===== src/rtl/hash_out_serializer.sv =====
// Captures a finished BLAKE2 digest in one cycle and streams its first nn bytes
// out least-significant byte first over an 8-bit valid/ready port.
module hash_out_serializer #(
  parameter int NN_MAX = 64,
  parameter int CNT_W  = 7
) (
  input  logic                  clk,
  input  logic                  nreset,
  input  logic                  res_v_i,
  input  logic [8*NN_MAX-1:0]   res_i,
  input  logic [7:0]            nn_i,
  input  logic                  abort_i,
  input  logic                  ready_i,
  output logic                  hash_v_o,
  output logic [7:0]            hash_o,
  output logic                  hash_last_o,
  output logic                  busy_o,
  output logic                  overrun_o
);

  typedef enum logic {
    ST_IDLE = 1'b0,
    ST_SEND = 1'b1
  } state_e;

  state_e              state_q, state_d;
  logic [8*NN_MAX-1:0] shreg_q, shreg_d;
  logic [CNT_W-1:0]    rem_q, rem_d;
  logic                overrun_q, overrun_d;

  logic                nn_in_range;
  logic [CNT_W-1:0]    nn_eff;
  logic                accept;
  logic                last_byte;

  // Out-of-range lengths (0 or larger than the digest bus) mean "whole digest".
  assign nn_in_range = (nn_i != 8'd0) && (int'(nn_i) <= NN_MAX);
  assign nn_eff      = nn_in_range ? CNT_W'(nn_i) : CNT_W'(NN_MAX);

  // Handshake: a byte transfers on every cycle where hash_v_o & ready_i; while
  // ready_i is low the byte, valid and last flags hold; ready_i is ignored when
  // hash_v_o is low.
  assign accept    = (state_q == ST_SEND) && ready_i;
  assign last_byte = (rem_q == CNT_W'(1));

  always_comb begin
    state_d   = state_q;
    shreg_d   = shreg_q;
    rem_d     = rem_q;
    overrun_d = 1'b0;
    if (abort_i) begin
      state_d = ST_IDLE;
      shreg_d = '0;
      rem_d   = '0;
    end else begin
      case (state_q)
        ST_IDLE: begin
          if (res_v_i) begin
            state_d = ST_SEND;
            shreg_d = res_i;
            rem_d   = nn_eff;
          end
        end
        ST_SEND: begin
          overrun_d = res_v_i;
          if (accept) begin
            if (last_byte) begin
              // Clear so bytes beyond nn_eff can never surface on hash_o.
              state_d = ST_IDLE;
              shreg_d = '0;
              rem_d   = '0;
            end else begin
              shreg_d = {8'h00, shreg_q[8*NN_MAX-1:8]};
              rem_d   = rem_q - CNT_W'(1);
            end
          end
        end
        default: begin
          state_d = ST_IDLE;
          shreg_d = '0;
          rem_d   = '0;
        end
      endcase
    end
  end

  always_ff @(posedge clk or negedge nreset) begin
    if (!nreset) begin
      state_q   <= ST_IDLE;
      shreg_q   <= '0;
      rem_q     <= '0;
      overrun_q <= 1'b0;
    end else begin
      state_q   <= state_d;
      shreg_q   <= shreg_d;
      rem_q     <= rem_d;
      overrun_q <= overrun_d;
    end
  end

  assign hash_v_o    = (state_q == ST_SEND);
  assign busy_o      = (state_q == ST_SEND);
  assign hash_o      = shreg_q[7:0];
  assign hash_last_o = hash_v_o & last_byte;
  assign overrun_o   = overrun_q;

endmodule


===== config.mk =====
export PLATFORM = sky130hd
export DESIGN_NAME = hash_out_serializer
export DESIGN_NICKNAME = d
export VERILOG_FILES = /design/src/rtl/hash_out_serializer.sv
export SDC_FILE = /design/constraint.sdc
export NUM_CORES = 1
export LEC_CHECK = 0
export CAP_MARGIN = 15
export CORE_UTILIZATION = 45
export CTS_BUF_LIST = sky130_fd_sc_hd__clkbuf_16
export CTS_CLUSTER_SIZE = 40
export DETAILED_ROUTE_END_ITERATION = 12
export PLACE_DENSITY = 0.74
export SLEW_MARGIN = 20
export SYNTH_ARGS = -nofsm -noshare
export SYNTH_HDL_FRONTEND = slang
export SYNTH_SLANG_ARGS = --single-unit

===== constraint.sdc =====
create_clock -name clk -period 3.4 [get_ports clk]
set_input_delay 0.68 -clock clk [delete_from_list [all_inputs] [get_ports clk]]
set_output_delay 0.68 -clock clk [all_outputs]
set_load 0.1 [all_outputs]

==> load_flow_metrics.sql <==
INSERT INTO impl_metrics (metric_group, metric, value, unit) VALUES
('outcome', 'run_status', 'finished, final reports clean', ''),
('sta', 'fmax', '0.3422', 'GHz'),
('synthesis', 'synth_nets', '2825', ''),
('routing', 'post_drt_via_cell_ratio', '5.581', ''),
('sta', 'setup_viol_count_final', '0', ''),
('finish', 'post_route_cells_drive_above_1_share', '5.884', '%'),
('worst_setup_path', 'worstPathBufferInverterCount', '1', ''),
('sta', 'worst-slew-pin-transition', '982.1', 'ps'),
('die', 'die-width', '223.7', 'um'),
('synthesis', 'syn-instance-count', '2298', ''),
('worst_setup_path', 'critical-path-max-stage-delay', '460', 'ps'),
('synthesis', 'ys_warns', '0', ''),
('finish', 'final_area', '0.02993', 'sq mm'),
('synthesis', 'post_synth.cell_area_avg', '9.622', 'sq um'),
('finish', 'final_core_utilization', '62.16', '%'),
('global_route', 'grt_first_pass_wirelength', '108300', 'um'),
('power_and_ir_drop', 'peakVddDrop', '0.0003723', 'V'),
('synthesis', 'syn_area', '0.02211', 'sq mm'),
('clock_network', 'cts_inserted_buffers', '54', ''),
('job', 'max_cap_violations', '0', ''),
('die', 'start_util', '45.93', '%'),
('sta', 'grt_setup_unrepaired', 'false', ''),
('routing', 'postRouteWirelength', '70730', 'um'),
('routing', 'wl_per_cell', '20.27', 'um'),
('sta', 'fin_worst_skew', '23.25', 'ps'),
('die', 'design.core.area', '0.04815', 'sq mm'),
('synthesis', 'synth_seq_cells', '521', ''),
('synthesis', 'synth-seq-area-share', '58.96', '%'),
('worst_setup_path', 'cp_slowest_cell', 'sky130_fd_sc_hd__dfrtp_1', ''),
('power_and_ir_drop', 'powerDensity', '489.9', 'mW/mm^2'),
('worst_setup_path', 'critical-path-top-delay-family', 'simple AND/OR/NAND/NOR gates', ''),
('worst_setup_path', 'cp_data_required_time', '2720', 'ps'),
('place', 'postPlaceCellArea', '0.02811', 'sq mm'),
('global_route', 'grt_pass1_vias', '19580', ''),
('place', 'io_buffer_count', '536', ''),
('finish', 'area.sequential', '0.01304', 'sq mm'),
('sta', 'final-hold-violation-count', '0', ''),
('clock_network', 'worstSkewPairLatency', '600', 'ps'),
('finish', 'synthToLayoutAreaGrowth', '35.35', '%'),
('finish', 'finalNetCount', '3303', ''),
('worst_setup_path', 'crit_chain', 'nor4_4, and3_1, and2_1, buf_4', ''),
('routing', 'antenna_violating_nets_post_route', '0', ''),
('clock_network', 'clk_transition_reported_paths', '60', 'ps'),
('finish', 'final_cell_count_no_fill', '3490', ''),
('sta', 'slew_violations', '0', ''),
('routing', 'drt_first_iter_violations', '1965', ''),
('die', 'die_area', '0.05003', 'sq mm'),
('finish', 'fillCellCount', '3968', ''),
('sta', 'layout_min_cycle_time', '2922', 'ps'),
('routing', 'drt_drc_violations_left', '0', ''),
('die', 'num_rows', '80', ''),
('place', 'place.gp.congestion', '0.9121', ''),
('worst_setup_path', 'reg2reg_setup_slack', '1030', 'ps'),
('worst_hold_path', 'holdCritPathClass', 'in2async', ''),
('power_and_ir_drop', 'leak_pwr', '0.01477', 'uW'),
('die', 'floorplan.die.height', '223.7', 'um'),
('routing', 'vias', '19480', ''),
('clock_network', 'post_cts_hold_buffer_count', '0', ''),
('clock_network', 'h-tree-depth', '2', ''),
('global_route', 'gr-usage-all-layers', '27.80', '%'),
('worst_setup_path', 'critPathMaxFanout', '5', ''),
('finish', 'multiInputGateArea', '0.008069', 'sq mm'),
('global_route', 'antenna_found_initial', '18', ''),
('clock_network', 'post-cts-setup-buffers', '0', ''),
('clock_network', 'cts-root-buf', 'sky130_fd_sc_hd__clkbuf_16', ''),
('worst_setup_path', 'timing.critical_path.arrival', '2240', 'ps'),
('clock_network', 'cts_resized', '0', ''),
('global_route', 'grt-ovfl-total', '0', ''),
('global_route', 'pin_count_of_the_biggest_net_entering_global_routing', '100', ''),
('clock_network', 'clkSinkCount', '521', ''),
('synthesis', 'synth.lib_cells_used.distinct', '39', ''),
('worst_setup_path', 'setup.worst_path.class', 'reg2out', ''),
('die', 'pin_count', '537', ''),
('routing', 'first_pass_iteration_count_of_the_detailed_router', '7', ''),
('worst_setup_path', 'timing.critical_path.to_type', 'primary output', ''),
('sta', 'final.setup.tns', '0', 'ps'),
('place', 'dpl.hpwl', '50310', 'um'),
('sta', 'layout_worst_path_cycle_share', '85.95', '%'),
('clock_network', 'cts_tree', 'done', ''),
('worst_setup_path', 'start_kind', 'register', ''),
('clock_network', 'cts_max_path_buffers', '3', ''),
('sta', 'slew_headroom', '34.32', '%'),
('place', 'place.detailed.instances', '3376', '');
[state kept, by name, indices dropped and copies added (netlist names)]
signal and count:
busy_o 1, rem_q 7, shreg_q 512, overrun_o 1
[cells in the mapped netlist]
master	instances	area, sq um
sky130_fd_sc_hd__a21oi_1	1	5.000
sky130_fd_sc_hd__nor4b_1	2	17.52
sky130_fd_sc_hd__o22ai_1	1	6.260
sky130_fd_sc_hd__and3_1	1	6.260
sky130_fd_sc_hd__a22oi_1	505	3791
sky130_fd_sc_hd__a31oi_1	1	6.260
sky130_fd_sc_hd__inv_1	5	18.77
sky130_fd_sc_hd__a221o_1	1	10.01
sky130_fd_sc_hd__nor3_1	3	15.01
sky130_fd_sc_hd__nor2_2	1	6.260
sky130_fd_sc_hd__nand3b_1	1	7.510
sky130_fd_sc_hd__a21boi_0	1	7.510
sky130_fd_sc_hd__nor2_1	4	15.01
sky130_fd_sc_hd__nand4_1	1	6.260
sky130_fd_sc_hd__nand3_1	8	40.04
sky130_fd_sc_hd__or3b_2	1	8.760
sky130_fd_sc_hd__mux2i_1	1	10.01
sky130_fd_sc_hd__nor4_1	1	6.260
sky130_fd_sc_hd__o21ai_0	6	30.03
sky130_fd_sc_hd__buf_1	4	15.01
sky130_fd_sc_hd__o211ai_1	2	15.01
sky130_fd_sc_hd__and2_1	3	18.77
sky130_fd_sc_hd__nand2b_1	1	6.260
sky130_fd_sc_hd__dfrtp_1	521	13040
sky130_fd_sc_hd__buf_6	23	259.0
sky130_fd_sc_hd__nor4_4	1	21.27
sky130_fd_sc_hd__ha_1	2	25.02
sky130_fd_sc_hd__a211oi_1	2	15.01
sky130_fd_sc_hd__nor2b_1	3	18.77
sky130_fd_sc_hd__or3_1	2	12.51
sky130_fd_sc_hd__and3b_1	1	8.760
sky130_fd_sc_hd__buf_4	11	82.58
sky130_fd_sc_hd__a22o_1	2	17.52
sky130_fd_sc_hd__clkbuf_1	52	195.2
sky130_fd_sc_hd__a311oi_1	1	8.760
sky130_fd_sc_hd__xnor2_1	2	17.52
sky130_fd_sc_hd__nand2_1	1027	3855
sky130_fd_sc_hd__buf_2	92	460.4
sky130_fd_sc_hd__a31o_2	1	8.760
[cells by family (layout without fill, tap and decap cells)]
family,after synthesis,in the layout,synth area share [%]
simple gates,1061,1061,18.41
mux,1,1,0.04527
buf+inv,187,710,4.662
xor+xnor,2,2,0.07923
compound gates,524,524,17.73
other cells,0,13,0
flops,521,521,58.96
fa+ha+maj,2,2,0.1131
[report_power, final]
| group | internal [uW] | switching [uW] |
|---|---|---|
| logic | 909 | 922 |
| registers | 6600 | 261 |
| clock network | 3480 | 2500 |
[stage by stage]
stage,power (uW),setup slack (ps),hold slack (ps)
floorplan,7677,611.0,384.4
global placement,8732,631.8,445.0
detailed placement,8777,560.7,450.8
CTS,14760,452.7,63.24
global route,15180,376.7,89.24
finish,14660,477.8,47.49
[routing by layer]
metal,vias up,routed length [um],track usage [%]
met4,10,2703,12.62
met1,9597,28500,35.82
li1,8846,-,-
met5,-,68,0
met2,873,33870,44.66
met3,153,5593,6.532
[path summary, 6_finish.rpt]
| path | startpoint | end | cells after the start |
|---|---|---|---|
| worst max-delay path | rem_q[4]$_DFFE_PN0P_ | hash_last_o | 4 |
| worst min-delay path | nreset | shreg_q[403]$_DFFE_PN0P_ | 1 |
| worst max register to register | busy_o$_DFF_PN0_ | shreg_q[387]$_DFFE_PN0P_ | 6 |
| worst min register to register | shreg_q[185]$_DFFE_PN0P_ | shreg_q[177]$_DFFE_PN0P_ | 2 |
| max in group asynchronous | nreset | shreg_q[239]$_DFFE_PN0P_ | 2 |
| min in group clk | shreg_q[185]$_DFFE_PN0P_ | shreg_q[177]$_DFFE_PN0P_ | 2 |
[final cells by class]
| type | instances | share of cell area (%) |
|---|---|---|
| antenna | 13 | 0.1087 |
| sequential | 521 | 43.56 |
| tap | 656 | 2.742 |
| multi-input combinational | 1590 | 26.96 |
| timing repair buffer | 604 | 20.59 |
| clock buffer | 57 | 4.766 |
| inverter | 5 | 0.06271 |
| clock inverter | 44 | 1.212 |
[cell usage in the layout, fill, tap and decap left out, drive strengths merged, types with 6 or more instances in the layout]
cell type / n
buf: 77
bufinv: 6
clkbuf: 57
a22oi: 505
clkinv: 29
nand3: 8
nand2: 1027
clkdlybuf4s50: 527
inv: 9
o21ai: 6
dfrtp: 521
diode: 13
Note: power is estimated with default switching activity, not from simulation.
